==> config.mk <==
export PLATFORM = sky130hd
export DESIGN_NAME = regwb_sched_flat
export DESIGN_NICKNAME = d
export VERILOG_FILES = /design/src/rtl/regwb_sched_if.sv /design/src/rtl/regwb_sched.sv /design/src/flat_wrapper.sv
export SDC_FILE = /design/constraint.sdc
export NUM_CORES = 1
export LEC_CHECK = 0
export BUFFER_PORTS_ARGS = -buffer_cell sky130_fd_sc_hd__buf_2
export CAP_MARGIN = 20
export CORE_UTILIZATION = 49
export DETAILED_ROUTE_END_ITERATION = 8
export PLACE_DENSITY = 0.81
export SLEW_MARGIN = 20
export SYNTH_ARGS = -nofsm -noshare
export SYNTH_HDL_FRONTEND = slang
export SYNTH_SLANG_ARGS = --single-unit
==> constraint.sdc <==
create_clock -name iClk -period 4 [get_ports iClk]
set_clock_uncertainty 0.1 [all_clocks]
set_input_delay 0.4 -clock iClk [delete_from_list [all_inputs] [get_ports iClk]]
set_output_delay 0.4 -clock iClk [all_outputs]
set_load 0.02 [all_outputs]
==> src/rtl/regwb_sched_if.sv <==
// Handshake and register-file bundle for the write-back scheduler.
// master = producers/decode/register-file side, slave = the scheduler itself.
interface regwb_sched_if;
  logic        iStall;
  logic        iAluValid;
  logic [4:0]  iAluAddr;
  logic [31:0] iAluData;
  logic        oAluReady;
  logic        iMemValid;
  logic [4:0]  iMemAddr;
  logic [31:0] iMemData;
  logic        oMemReady;
  logic        iLnkValid;
  logic [31:0] iLnkData;
  logic        oLnkReady;
  logic        iRsvValid;
  logic [4:0]  iRsvAddr;
  logic [4:0]  iAddrA;
  logic [4:0]  iAddrB;
  logic        oBusyA;
  logic        oBusyB;
  logic        oWrite;
  logic [4:0]  oAddrC;
  logic [31:0] oRegC;

  modport master (
    output iStall, iAluValid, iAluAddr, iAluData, iMemValid, iMemAddr, iMemData,
           iLnkValid, iLnkData, iRsvValid, iRsvAddr, iAddrA, iAddrB,
    input  oAluReady, oMemReady, oLnkReady, oBusyA, oBusyB, oWrite, oAddrC, oRegC
  );

  modport slave (
    input  iStall, iAluValid, iAluAddr, iAluData, iMemValid, iMemAddr, iMemData,
           iLnkValid, iLnkData, iRsvValid, iRsvAddr, iAddrA, iAddrB,
    output oAluReady, oMemReady, oLnkReady, oBusyA, oBusyB, oWrite, oAddrC, oRegC
  );
endinterface

==> src/rtl/regwb_sched.sv <==
// Write-back scheduler: round-robin arbitration of ALU / MEM / LNK onto the
// single register-file write port, registered write stage, and a destination
// scoreboard that flags read-after-write hazards for both decode read ports.
module regwb_sched #(
  parameter logic [4:0] LNK_ADDR = 5'd31
) (
  input  logic          iClk,
  input  logic          nRst,
  regwb_sched_if.slave  bus
);

  logic [1:0]  ptr_q, ptr_d;
  logic [31:0] busy_q, busy_d;
  logic        write_q, write_d;
  logic [4:0]  addr_c_q, addr_c_d;
  logic [31:0] reg_c_q, reg_c_d;

  logic [3:0]  req_vld;
  logic [1:0]  cand1, cand2;
  logic        gnt_vld;
  logic [1:0]  gnt_idx;
  logic [4:0]  gnt_addr;
  logic [31:0] gnt_data;

  // Requester index successor, wrapping 2 -> 0 (pointer never holds 3).
  function automatic logic [1:0] inc3(input logic [1:0] k);
    return (k == 2'd2) ? 2'd0 : k + 2'd1;
  endfunction

  // Round-robin search starting at ptr; nothing is granted in stall or reset.
  always_comb begin
    req_vld = {1'b0, bus.iLnkValid, bus.iMemValid, bus.iAluValid};
    cand1   = inc3(ptr_q);
    cand2   = inc3(cand1);
    gnt_vld = 1'b0;
    gnt_idx = ptr_q;
    if (nRst && !bus.iStall) begin
      if (req_vld[ptr_q]) begin
        gnt_vld = 1'b1;
        gnt_idx = ptr_q;
      end else if (req_vld[cand1]) begin
        gnt_vld = 1'b1;
        gnt_idx = cand1;
      end else if (req_vld[cand2]) begin
        gnt_vld = 1'b1;
        gnt_idx = cand2;
      end
    end
  end

  // Destination/data of the granted requester; link writes always target LNK_ADDR.
  always_comb begin
    gnt_addr = bus.iAluAddr;
    gnt_data = bus.iAluData;
    case (gnt_idx)
      2'd1: begin
        gnt_addr = bus.iMemAddr;
        gnt_data = bus.iMemData;
      end
      2'd2: begin
        gnt_addr = LNK_ADDR;
        gnt_data = bus.iLnkData;
      end
      default: begin
        gnt_addr = bus.iAluAddr;
        gnt_data = bus.iAluData;
      end
    endcase
  end

  assign bus.oAluReady = gnt_vld && (gnt_idx == 2'd0);
  assign bus.oMemReady = gnt_vld && (gnt_idx == 2'd1);
  assign bus.oLnkReady = gnt_vld && (gnt_idx == 2'd2);

  // Next pointer, write stage and scoreboard; a same-cycle reservation
  // overrides the clear so the newer outstanding write stays visible.
  always_comb begin
    ptr_d    = ptr_q;
    write_d  = 1'b0;
    addr_c_d = addr_c_q;
    reg_c_d  = reg_c_q;
    busy_d   = busy_q;
    if (gnt_vld) begin
      ptr_d            = inc3(gnt_idx);
      busy_d[gnt_addr] = 1'b0;
      if (gnt_addr != 5'd0) begin
        write_d  = 1'b1;
        addr_c_d = gnt_addr;
        reg_c_d  = gnt_data;
      end
    end
    if (bus.iRsvValid && (bus.iRsvAddr != 5'd0)) begin
      busy_d[bus.iRsvAddr] = 1'b1;
    end
    busy_d[0] = 1'b0;
  end

  // State registers; reset clears everything, including an in-flight write.
  always_ff @(posedge iClk or negedge nRst) begin
    if (!nRst) begin
      ptr_q    <= 2'd0;
      busy_q   <= '0;
      write_q  <= 1'b0;
      addr_c_q <= 5'd0;
      reg_c_q  <= 32'd0;
    end else begin
      ptr_q    <= ptr_d;
      busy_q   <= busy_d;
      write_q  <= write_d;
      addr_c_q <= addr_c_d;
      reg_c_q  <= reg_c_d;
    end
  end

  assign bus.oBusyA = busy_q[bus.iAddrA];
  assign bus.oBusyB = busy_q[bus.iAddrB];
  assign bus.oWrite = write_q;
  assign bus.oAddrC = addr_c_q;
  assign bus.oRegC  = reg_c_q;

endmodule

==> src/flat_wrapper.sv <==
// flat-port wrapper written by rule: the top's interface ports become plain ports
module regwb_sched_flat 
#(
  parameter logic [4:0] LNK_ADDR = 5'd31
)
  (iClk, nRst, bus_iStall, bus_iAluValid, bus_iAluAddr, bus_iAluData, bus_iMemValid, bus_iMemAddr, bus_iMemData, bus_iLnkValid, bus_iLnkData, bus_iRsvValid, bus_iRsvAddr, bus_iAddrA, bus_iAddrB, bus_oAluReady, bus_oMemReady, bus_oLnkReady, bus_oBusyA, bus_oBusyB, bus_oWrite, bus_oAddrC, bus_oRegC);
  regwb_sched_if bus_i ();
  input  logic iClk;
  input  logic nRst;
  input wire logic [$bits(bus_i.iStall)-1:0] bus_iStall;
  input wire logic [$bits(bus_i.iAluValid)-1:0] bus_iAluValid;
  input wire logic [$bits(bus_i.iAluAddr)-1:0] bus_iAluAddr;
  input wire logic [$bits(bus_i.iAluData)-1:0] bus_iAluData;
  input wire logic [$bits(bus_i.iMemValid)-1:0] bus_iMemValid;
  input wire logic [$bits(bus_i.iMemAddr)-1:0] bus_iMemAddr;
  input wire logic [$bits(bus_i.iMemData)-1:0] bus_iMemData;
  input wire logic [$bits(bus_i.iLnkValid)-1:0] bus_iLnkValid;
  input wire logic [$bits(bus_i.iLnkData)-1:0] bus_iLnkData;
  input wire logic [$bits(bus_i.iRsvValid)-1:0] bus_iRsvValid;
  input wire logic [$bits(bus_i.iRsvAddr)-1:0] bus_iRsvAddr;
  input wire logic [$bits(bus_i.iAddrA)-1:0] bus_iAddrA;
  input wire logic [$bits(bus_i.iAddrB)-1:0] bus_iAddrB;
  output wire logic [$bits(bus_i.oAluReady)-1:0] bus_oAluReady;
  output wire logic [$bits(bus_i.oMemReady)-1:0] bus_oMemReady;
  output wire logic [$bits(bus_i.oLnkReady)-1:0] bus_oLnkReady;
  output wire logic [$bits(bus_i.oBusyA)-1:0] bus_oBusyA;
  output wire logic [$bits(bus_i.oBusyB)-1:0] bus_oBusyB;
  output wire logic [$bits(bus_i.oWrite)-1:0] bus_oWrite;
  output wire logic [$bits(bus_i.oAddrC)-1:0] bus_oAddrC;
  output wire logic [$bits(bus_i.oRegC)-1:0] bus_oRegC;
  assign bus_i.iStall = bus_iStall;
  assign bus_i.iAluValid = bus_iAluValid;
  assign bus_i.iAluAddr = bus_iAluAddr;
  assign bus_i.iAluData = bus_iAluData;
  assign bus_i.iMemValid = bus_iMemValid;
  assign bus_i.iMemAddr = bus_iMemAddr;
  assign bus_i.iMemData = bus_iMemData;
  assign bus_i.iLnkValid = bus_iLnkValid;
  assign bus_i.iLnkData = bus_iLnkData;
  assign bus_i.iRsvValid = bus_iRsvValid;
  assign bus_i.iRsvAddr = bus_iRsvAddr;
  assign bus_i.iAddrA = bus_iAddrA;
  assign bus_i.iAddrB = bus_iAddrB;
  assign bus_oAluReady = bus_i.oAluReady;
  assign bus_oMemReady = bus_i.oMemReady;
  assign bus_oLnkReady = bus_i.oLnkReady;
  assign bus_oBusyA = bus_i.oBusyA;
  assign bus_oBusyB = bus_i.oBusyB;
  assign bus_oWrite = bus_i.oWrite;
  assign bus_oAddrC = bus_i.oAddrC;
  assign bus_oRegC = bus_i.oRegC;
  regwb_sched #(.LNK_ADDR(LNK_ADDR)) u_core (.iClk(iClk), .nRst(nRst), .bus(bus_i));
endmodule
==> reports/metrics.yaml, run 1 <==
logic_synthesis:
  synth_seq_cells: 71
  avgSynthCellArea_um2: 9.45
  async_reset_ff_share_pct: 100
  synth.distinct_cells: 39
  ys_seq_area_share_pct: 41.1
  netlist_area_um2: 4320
  synth_ff_type: "dfrtp_1"
  synth_cells: 457
  yosysWarnings: 0
  synth_edf_count: 0
  synth_nets: 590
min_path:
  min_path_type: "in2async"
power_and_ir_drop:
  ir_drop_mv: 0.507
  power_leakage_nw: 2.59
  power_density_nw_per_um2: 843
cts:
  clock_sinks: 71
  cts-resized-gates: 0
  cts_tree: "done"
  clock_latency_ps: 340
  h-tree-depth: 3
  path_clk_slew_ps: 80
  cts_buffers: 9
  post_cts_buffers: 0
  clockBufferDepth: 2
  clockRootBuffer: "clkbuf_8"
  cts_hold_buf: 0
floorplan:
  dieHeight_um: 95.9
  die_x_um: 95.9
  core-area_um2: 8380
  rows: 33
  die_area_um2: 9190
  ios: 171
  start_util_pct: 51.5
run_status:
  status: "finished, final reports clean"
sta:
  finalSetupViolCount: 0
  max_freq_mhz: 310
  relSlewSlack_pct: 40.5
  hold_violations: 0
  fin_crit_ps: 3230
  fin_crit_sh_pct: 80.6
  rsz0062_at_grt: "false"
  worst_pin_slew_ps: 892
  timing.hold.ws_ps: 217
  drv_slew: 0
  tns_ps: 0
grt:
  grt-ovfl-total: 0
  grt_max_degree: 72
  grt_pass1_wl_um: 19800
  antenna_found_initial: 0
  grt_pass1_vias: 4100
  grtUsageTotal_pct: 29.0
route:
  drtPass1Iterations: 5
  routedWlPerCell_um: 17.3
  drc: 0
  vias: 4242
  antenna_left: 0
  viasPerCell: 5.86
  wl_um: 12500
  drt-initial-drc-count: 235
worst_setup_path:
  crit_type: "in2reg"
  start_kind: "primary input"
  cp_max_fo: 38
  end_kind: "register"
  cp.required_ps: 4140
  critical_path_arrival_ps: 3360
  regToRegSetupSlack_ps: 790
job:
  drv_cap: 0
layout:
  n_antenna_cell: 0
  seq_area_um2: 1780
  nFillCells: 696
  multi_input_area_um2: 2370
  drive_gt1_share_pct: 39.6
  nets: 747
  final_common_cell: "buf_2"
  final_cell_mix: "buf_2 (170), nand2_1 (79), dfrtp_1 (71)"
  area_growth_pct: 24.9
placement:
  gp_congestion: 0.894
  port_buffers: 170
  hpwl_um: 9170
[worst max-delay path, cell delays in order]
cell and delay, ps:
buf_2 120, nor2b_1 330, a21oi_1 120, o31a_1 350, ha_2 540, nand2b_4 110, o22ai_2 270, nand3_2 140
o31a_2 310, buf_4 290, mux2_4 360
[routing by layer]
layer / wire length (um) / vias up / GRT usage (%)
li1: - / 1969 / -
met1: 4820 / 1988 / 34.9
met2: 6140 / 248 / 48.6
met3: 1060 / 37 / 6.48
met4: 488 / 0 / 14.9
met5: 0 / - / 0
[cell families (layout without fill, tap and decap cells)]
family / count (synthesis) / count (layout) / synth area share (%)
adder cells (fa/ha/maj): 5 / 5 / 1.45
AND/OR/NAND/NOR: 159 / 159 / 16.3
AO/OA/AOI/OAI: 133 / 133 / 19.5
multiplexers: 48 / 48 / 17.4
flip-flops: 71 / 71 / 41.1
buffers and inverters: 41 / 203 / 4.26
[area by class of cell]
| type | instances | share of cell area [%] |
|---|---|---|
| inverter | 12 | 0.835 |
| timing repair buffer | 175 | 16.5 |
| clock buffer | 12 | 2.88 |
| sequential | 71 | 32.9 |
| tap | 105 | 2.44 |
| multi-input combinational | 345 | 43.9 |
| clock inverter | 4 | 0.534 |
[report_power, final]
| part | internal (W) | switching, W | total (W) |
|---|---|---|---|
| combinational | 0.00109 | 0.00159 | 0.00268 |
| sequential | 0.00108 | 0.000247 | 0.00133 |
| clock | 0.000260 | 0.000276 | 0.000537 |
[cells in the mapped netlist, types with 4 or more instances]
cell	n	area, um^2
mux2_2	20	225
a21oi_1	39	195
ha_1	5	62.6
a22oi_1	32	240
mux4_2	14	315
nand3_1	15	75.1
inv_1	12	45.0
o21ai_0	34	170
buf_1	6	22.5
mux2_4	14	210
dfrtp_1	71	1780
clkbuf_1	14	52.6
nand2_1	79	297
nor3b_1	4	30.0
nand4b_1	4	35.0
buf_2	5	25.0
nor2_1	42	158
and2_1	5	31.3
o22ai_1	5	31.3
[state kept, by name, summed over array words and instances, names as in the netlist]
name,cells
u_core.busy_q,31
u_core.bus.oAddrC,5
u_core.bus.oWrite,1
u_core.bus.oRegC,32
u_core.ptr_q,2
[through the flow]
step	worst slack, ps	utilization (%)	cells	power [W]	cell area (um^2)
after global routing	609	64.3	724	0.00488	5390
after floorplan	1010	-	457	0.00324	4320
after CTS	815	64.3	724	0.00454	5390
after global placement	618	62.1	708	0.00386	5200
final	774	64.3	724	0.00455	5390
after detailed placement	455	62.1	708	0.00398	5200
[worst paths after layout]
kind / depth (start not counted) / endpoint / start
min reg2reg: 1 / u_core.bus.oRegC[0]$_DFFE_PN0P_ / u_core.bus.oRegC[0]$_DFFE_PN0P_
max in group asynchronous: 2 / u_core.busy_q[12]$_DFF_PN0_ / nRst
max: 11 / u_core.bus.oRegC[22]$_DFFE_PN0P_ / nRst
min in group iClk: 4 / u_core.busy_q[16]$_DFF_PN0_ / bus_iRsvAddr[1]
min: 2 / u_core.bus.oRegC[17]$_DFFE_PN0P_ / nRst
max reg2reg: 10 / u_core.bus.oRegC[22]$_DFFE_PN0P_ / u_core.ptr_q[1]$_DFFE_PN0P_
(Power assumes the default switching activity.)
==> run 2: changes to the inputs <==
- clock period: 4 -> 3.3 ns (I/O delays scaled with it)
==> run 2 against run 1 <==
Effect of this change: register-to-register slack got worse by 470 ps; final area increased by 0.88%; clock-buffer cell count shrank 2.
==> reports/metrics.yaml, run 2 (synthesis gave the netlist of run 1 again) <==
run_status:
  status: "finished, final reports clean"
grt:
  grt_max_degree: 72
  grt_pass1_wl_um: 19300
  grt_pass1_vias: 4084
  grt-ovfl-total: 0
  antenna_found_initial: 0
  grtUsageTotal_pct: 27.9
worst_setup_path:
  cp.required_ps: 3430
  critical_path_arrival_ps: 3110
  start_kind: "register"
  cpPeakStageDelay_ps: 440
  cp_cell_sequence: "inv_1 -> nand2_1 -> a32oi_1 -> o21a_1 -> inv_1 -> ha_1 -> a21oi_1 -> a21o_1 -> nand3_2 -> o31a_2 -> buf_12 -> mux2_4"
  end_kind: "register"
  crit_type: "reg2reg"
  regToRegSetupSlack_ps: 320
  cp_slowest_cell: "dfrtp_1"
  cp-startpoint: "u_core.ptr_q[1]$_DFFE_PN0P_"
  cp_max_fo: 38
  r2r_start: "u_core.ptr_q[1]$_DFFE_PN0P_"
  cp_common_cell: "inv_1"
layout:
  fin_util_pct: 64.9
  drive_gt1_share_pct: 39.9
  final_common_cell: "buf_2"
  largest_reg_flops: 32
  stdcell_area_um2: 5440
  area_growth_pct: 26.0
  final_cell_mix: "buf_2 (170), nand2_1 (79), dfrtp_1 (71)"
  nets: 750
  fin_cells: 726
  n_antenna_cell: 0
cts:
  cts_buffers: 9
  post_cts_buffers: 0
  cts-resized-gates: 0
  path_clk_slew_ps: 80
  cts_hold_buf: 0
  clockBufferDepth: 2
  clock_latency_ps: 340
  clock_sinks: 71
  h-tree-depth: 3
  clockRootBuffer: "clkbuf_8"
  cts_tree: "done"
sta:
  tns_ps: 0
  hold_violations: 0
  worst_pin_slew_ps: 877
  fin_crit_sh_pct: 90.4
  fin_crit_ps: 2980
  timing.hold.ws_ps: 133
  finalSetupViolCount: 0
  relSlewSlack_pct: 41.5
  max_freq_mhz: 335
  rsz0062_at_grt: "false"
  drv_slew: 0
route:
  viasPerCell: 5.79
  routedWlPerCell_um: 16.8
  antenna_left: 0
  wl_um: 12200
  drtPass1Iterations: 5
  vias: 4204
  drt-initial-drc-count: 298
  drc: 0
floorplan:
  rows: 33
  dieHeight_um: 95.9
  core-area_um2: 8380
  start_util_pct: 51.5
  die_x_um: 95.9
  ios: 171
  die_area_um2: 9190
power_and_ir_drop:
  ir_drop_mv: 0.476
  seqPwrFrac_pct: 28.7
  pwr-share-comb_pct: 58.8
  p_clk_share_pct: 12.5
  power_density_nw_per_um2: 1030
  p_switching_w: 0.00255
  power_leakage_nw: 2.61
  p_int_w: 0.00306
  swShare_pct: 45.5
placement:
  gp_congestion: 0.905
  port_buffers: 170
  dp.cells: 711
  placed_cell_area_um2: 5240
  hpwl_um: 9110
job:
  drv_cap: 0
min_path:
  min_path_type: "in2async"
==> run 2: final timing paths <==
kind | to | cells after the start
worst min-delay path | u_core.bus.oRegC[21]$_DFFE_PN0P_ | 2
worst min register to register | u_core.bus.oRegC[7]$_DFFE_PN0P_ | 1
max in group asynchronous | u_core.busy_q[26]$_DFF_PN0_ | 2
min in group iClk | u_core.busy_q[8]$_DFF_PN0_ | 4
worst max register to register | u_core.bus.oRegC[31]$_DFFE_PN0P_ | 12
worst max-delay path | u_core.bus.oRegC[31]$_DFFE_PN0P_ | 12
==> run 2: stage by stage <==
step | total power [W] | setup slack [ps]
final | 0.00561 | 315
after global routing | 0.00602 | 105
after CTS | 0.00559 | 342
after detailed placement | 0.00486 | 59.3
after global placement | 0.00474 | 228
after floorplan | 0.00392 | 378
==> run 2: area by class of cell <==
type,count,area (um^2)
fill,682,2940
multi-input combinational,345,2370
sequential,71,1780
timing repair buffer,178,923
clock buffer,10,138
tap,105,131
clock inverter,5,58.8
inverter,12,45.0
==> run 2: power groups by stage <==
stage | Sequential (W) | Combinational [W] | Clock [W]
2_1_floorplan | 0.00183 | 0.00210 | 0
3_3_place_gp | 0.00158 | 0.00316 | 0
3_5_place_dp | 0.00161 | 0.00326 | 0
4_1_cts | 0.00160 | 0.00328 | 0.000709
5_1_grt | 0.00166 | 0.00362 | 0.000747
6_report | 0.00161 | 0.00330 | 0.000701
==> run 2: worst max-delay path, delay by kind of cell, from the launching register on <==
family | cells | cell delay [ps]
AOI/OAI and AO/OA | 5 | 1150
DFF | 1 | 440
buffers and inverters | 3 | 380
muxes | 1 | 320
adders and majority gates | 1 | 270
and+or+nand+nor | 2 | 190
==> run 2: metal layers <==
metal  wire (um)  track usage, %  part of all wire [%]  vias up
li1            -               -                     -     1976
met5           0               0                     0        -
met3         841            4.19                   6.9       26
met2        6170            48.0                    50      220
met1        4930            34.7                    40     1982
met4         290            12.4                   2.4        0
==> run 3: changes to the inputs <==
- CORE_UTILIZATION: 49 -> 51
- CTS_BUF_LIST: unset -> sky130_fd_sc_hd__clkbuf_8
- PLACE_DENSITY: 0.81 -> 0.83
==> run 3 against run 2 <==
Effect of this change: sequential share of layout area is 0.075 points higher; non-clock buffer count rose by 1; final area fell by 0.23%; final cell count increased by 0.41%; sequential cell count unchanged; register-to-register slack lost 80 ps; die area is 3.8% lower; core utilization increased by 1.2 points; critical endpoint unchanged.
==> reports/metrics.yaml, run 3 (synthesis gave the netlist of run 1 again) <==
cts:
  h-tree-depth: 3
  post_cts_buffers: 0
  cts_hold_buf: 0
  clock_latency_ps: 350
  cts-resized-gates: 0
  clockRootBuffer: "clkbuf_8"
  clockBufferDepth: 2
  path_clk_slew_ps: 80
  clock_sinks: 71
  cts_buffers: 9
  cts_tree: "done"
grt:
  grt-ovfl-total: 0
  grt_pass1_vias: 4259
  grtUsageTotal_pct: 30.7
  grt_use_met2_pct: 52.1
  busiest_layer: "met2"
  grt_max_degree: 72
  grt_pass1_wl_um: 20500
  met3_usage_pct: 6.15
  antenna_found_initial: 0
  grtUsageMet1_pct: 37.2
route:
  viasPerCell: 5.82
  drtPass1Iterations: 5
  wl_um: 12800
  drt-initial-drc-count: 251
  vias: 4245
  routedWlPerCell_um: 17.5
  drc: 0
  antenna_left: 0
job:
  drv_cap: 0
layout:
  final_cell_mix: "buf_2 (169), nand2_1 (79), dfrtp_1 (71)"
  area_growth_pct: 25.7
  drive_gt1_share_pct: 39.6
  final_common_cell: "buf_2"
  fin_util_pct: 66.1
  largest_reg_flops: 32
  nets: 751
min_path:
  min_path_type: "in2async"
power_and_ir_drop:
  power_leakage_nw: 2.62
  power_density_nw_per_um2: 1020
  ir_drop_mv: 0.543
  finalPower_w: 0.00556
placement:
  gp_congestion: 0.852
  port_buffers: 170
  hpwl_um: 9520
worst_setup_path:
  cp_max_fo: 38
  crit_type: "reg2reg"
  cp.required_ps: 3430
  start_kind: "register"
  end_kind: "register"
  critical_path_arrival_ps: 3190
sta:
  hold_violations: 0
  fin_crit_ps: 3060
  fin_crit_sh_pct: 92.8
  worst_pin_slew_ps: 1040
  relSlewSlack_pct: 30.6
  drv_slew: 0
  rsz0062_at_grt: "false"
  tns_ps: 0
  max_freq_mhz: 326
  finalSetupViolCount: 0
floorplan:
  dieHeight_um: 94.0
  core-area_um2: 8220
  rows: 33
  start_util_pct: 52.6
  die_area_um2: 8840
  ios: 171
  die_x_um: 94.0
run_status:
  status: "finished, final reports clean"
-- run 3: changes by cell type in the layout (fill, tap and decap cells not counted), sizes merged --
cell,delta
buf,+1
bufinv,-1
clkbuf,+1
clkinvlp,-1
diode,+1
inv,+2
-- run 3: layout make-up --
class / count / area, um^2
Clock inverter: 5 / 25.0
Sequential cell: 71 / 1780
Multi-Input combinational cell: 345 / 2360
Timing Repair Buffer: 179 / 933
Clock buffer: 11 / 151
Fill cell: 668 / 2790
Tap cell: 105 / 131
Antenna cell: 1 / 2.50
Inverter: 12 / 45.0
-- run 3: routing by layer --
layer	vias up	routed length [um]
li1	1972	-
met1	2022	5070
met2	211	6360
met3	40	868
met4	0	476
met5	-	0
-- run 3: power breakdown --
group	switching [W]	leakage [nW]	internal, W	total, W
clock	0.000317	0.0977	0.000306	0.000623
combinational	0.00192	1.67	0.00139	0.00331
sequential	0.000312	0.848	0.00132	0.00163
-- run 3: final timing paths --
check	start	to	slack, ps	cells past startpoint
min in group iClk	bus_iAluData[18]	u_core.bus.oRegC[18]$_DFFE_PN0P_	280	4
setup / recovery	u_core.ptr_q[1]$_DFFE_PN0P_	u_core.bus.oRegC[31]$_DFFE_PN0P_	240	12
hold reg to reg	u_core.bus.oRegC[5]$_DFFE_PN0P_	u_core.bus.oRegC[5]$_DFFE_PN0P_	400	1
max in group asynchronous	nRst	u_core.bus.oRegC[15]$_DFFE_PN0P_	2380	2
hold / removal	nRst	u_core.busy_q[25]$_DFF_PN0_	130	2
setup reg to reg	u_core.ptr_q[1]$_DFFE_PN0P_	u_core.bus.oRegC[31]$_DFFE_PN0P_	240	12
-- run 3: through the flow --
step | setup WS (ps) | area [um^2] | hold slack [ps] | cells
6_report | 237 | 5430 | 133 | 729
5_1_grt | 111 | 5430 | 196 | 728
3_3_place_gp | 226 | 5250 | 389 | 712
2_1_floorplan | 378 | 4320 | -65.6 | 457
4_1_cts | 299 | 5430 | 168 | 728
3_5_place_dp | 51.6 | 5250 | 390 | 712
-- run 3: worst max-delay path, cell delays in order, from the launching register on --
cell and delay, ps:
dfrtp_1 450, inv_1 120, nand2_1 60, a32oi_1 170
o21a_1 220, inv_1 90, ha_1 260, a21oi_1 250
a21o_1 250, nand3_2 130, o31a_2 330, buf_12 190
mux2_4 310
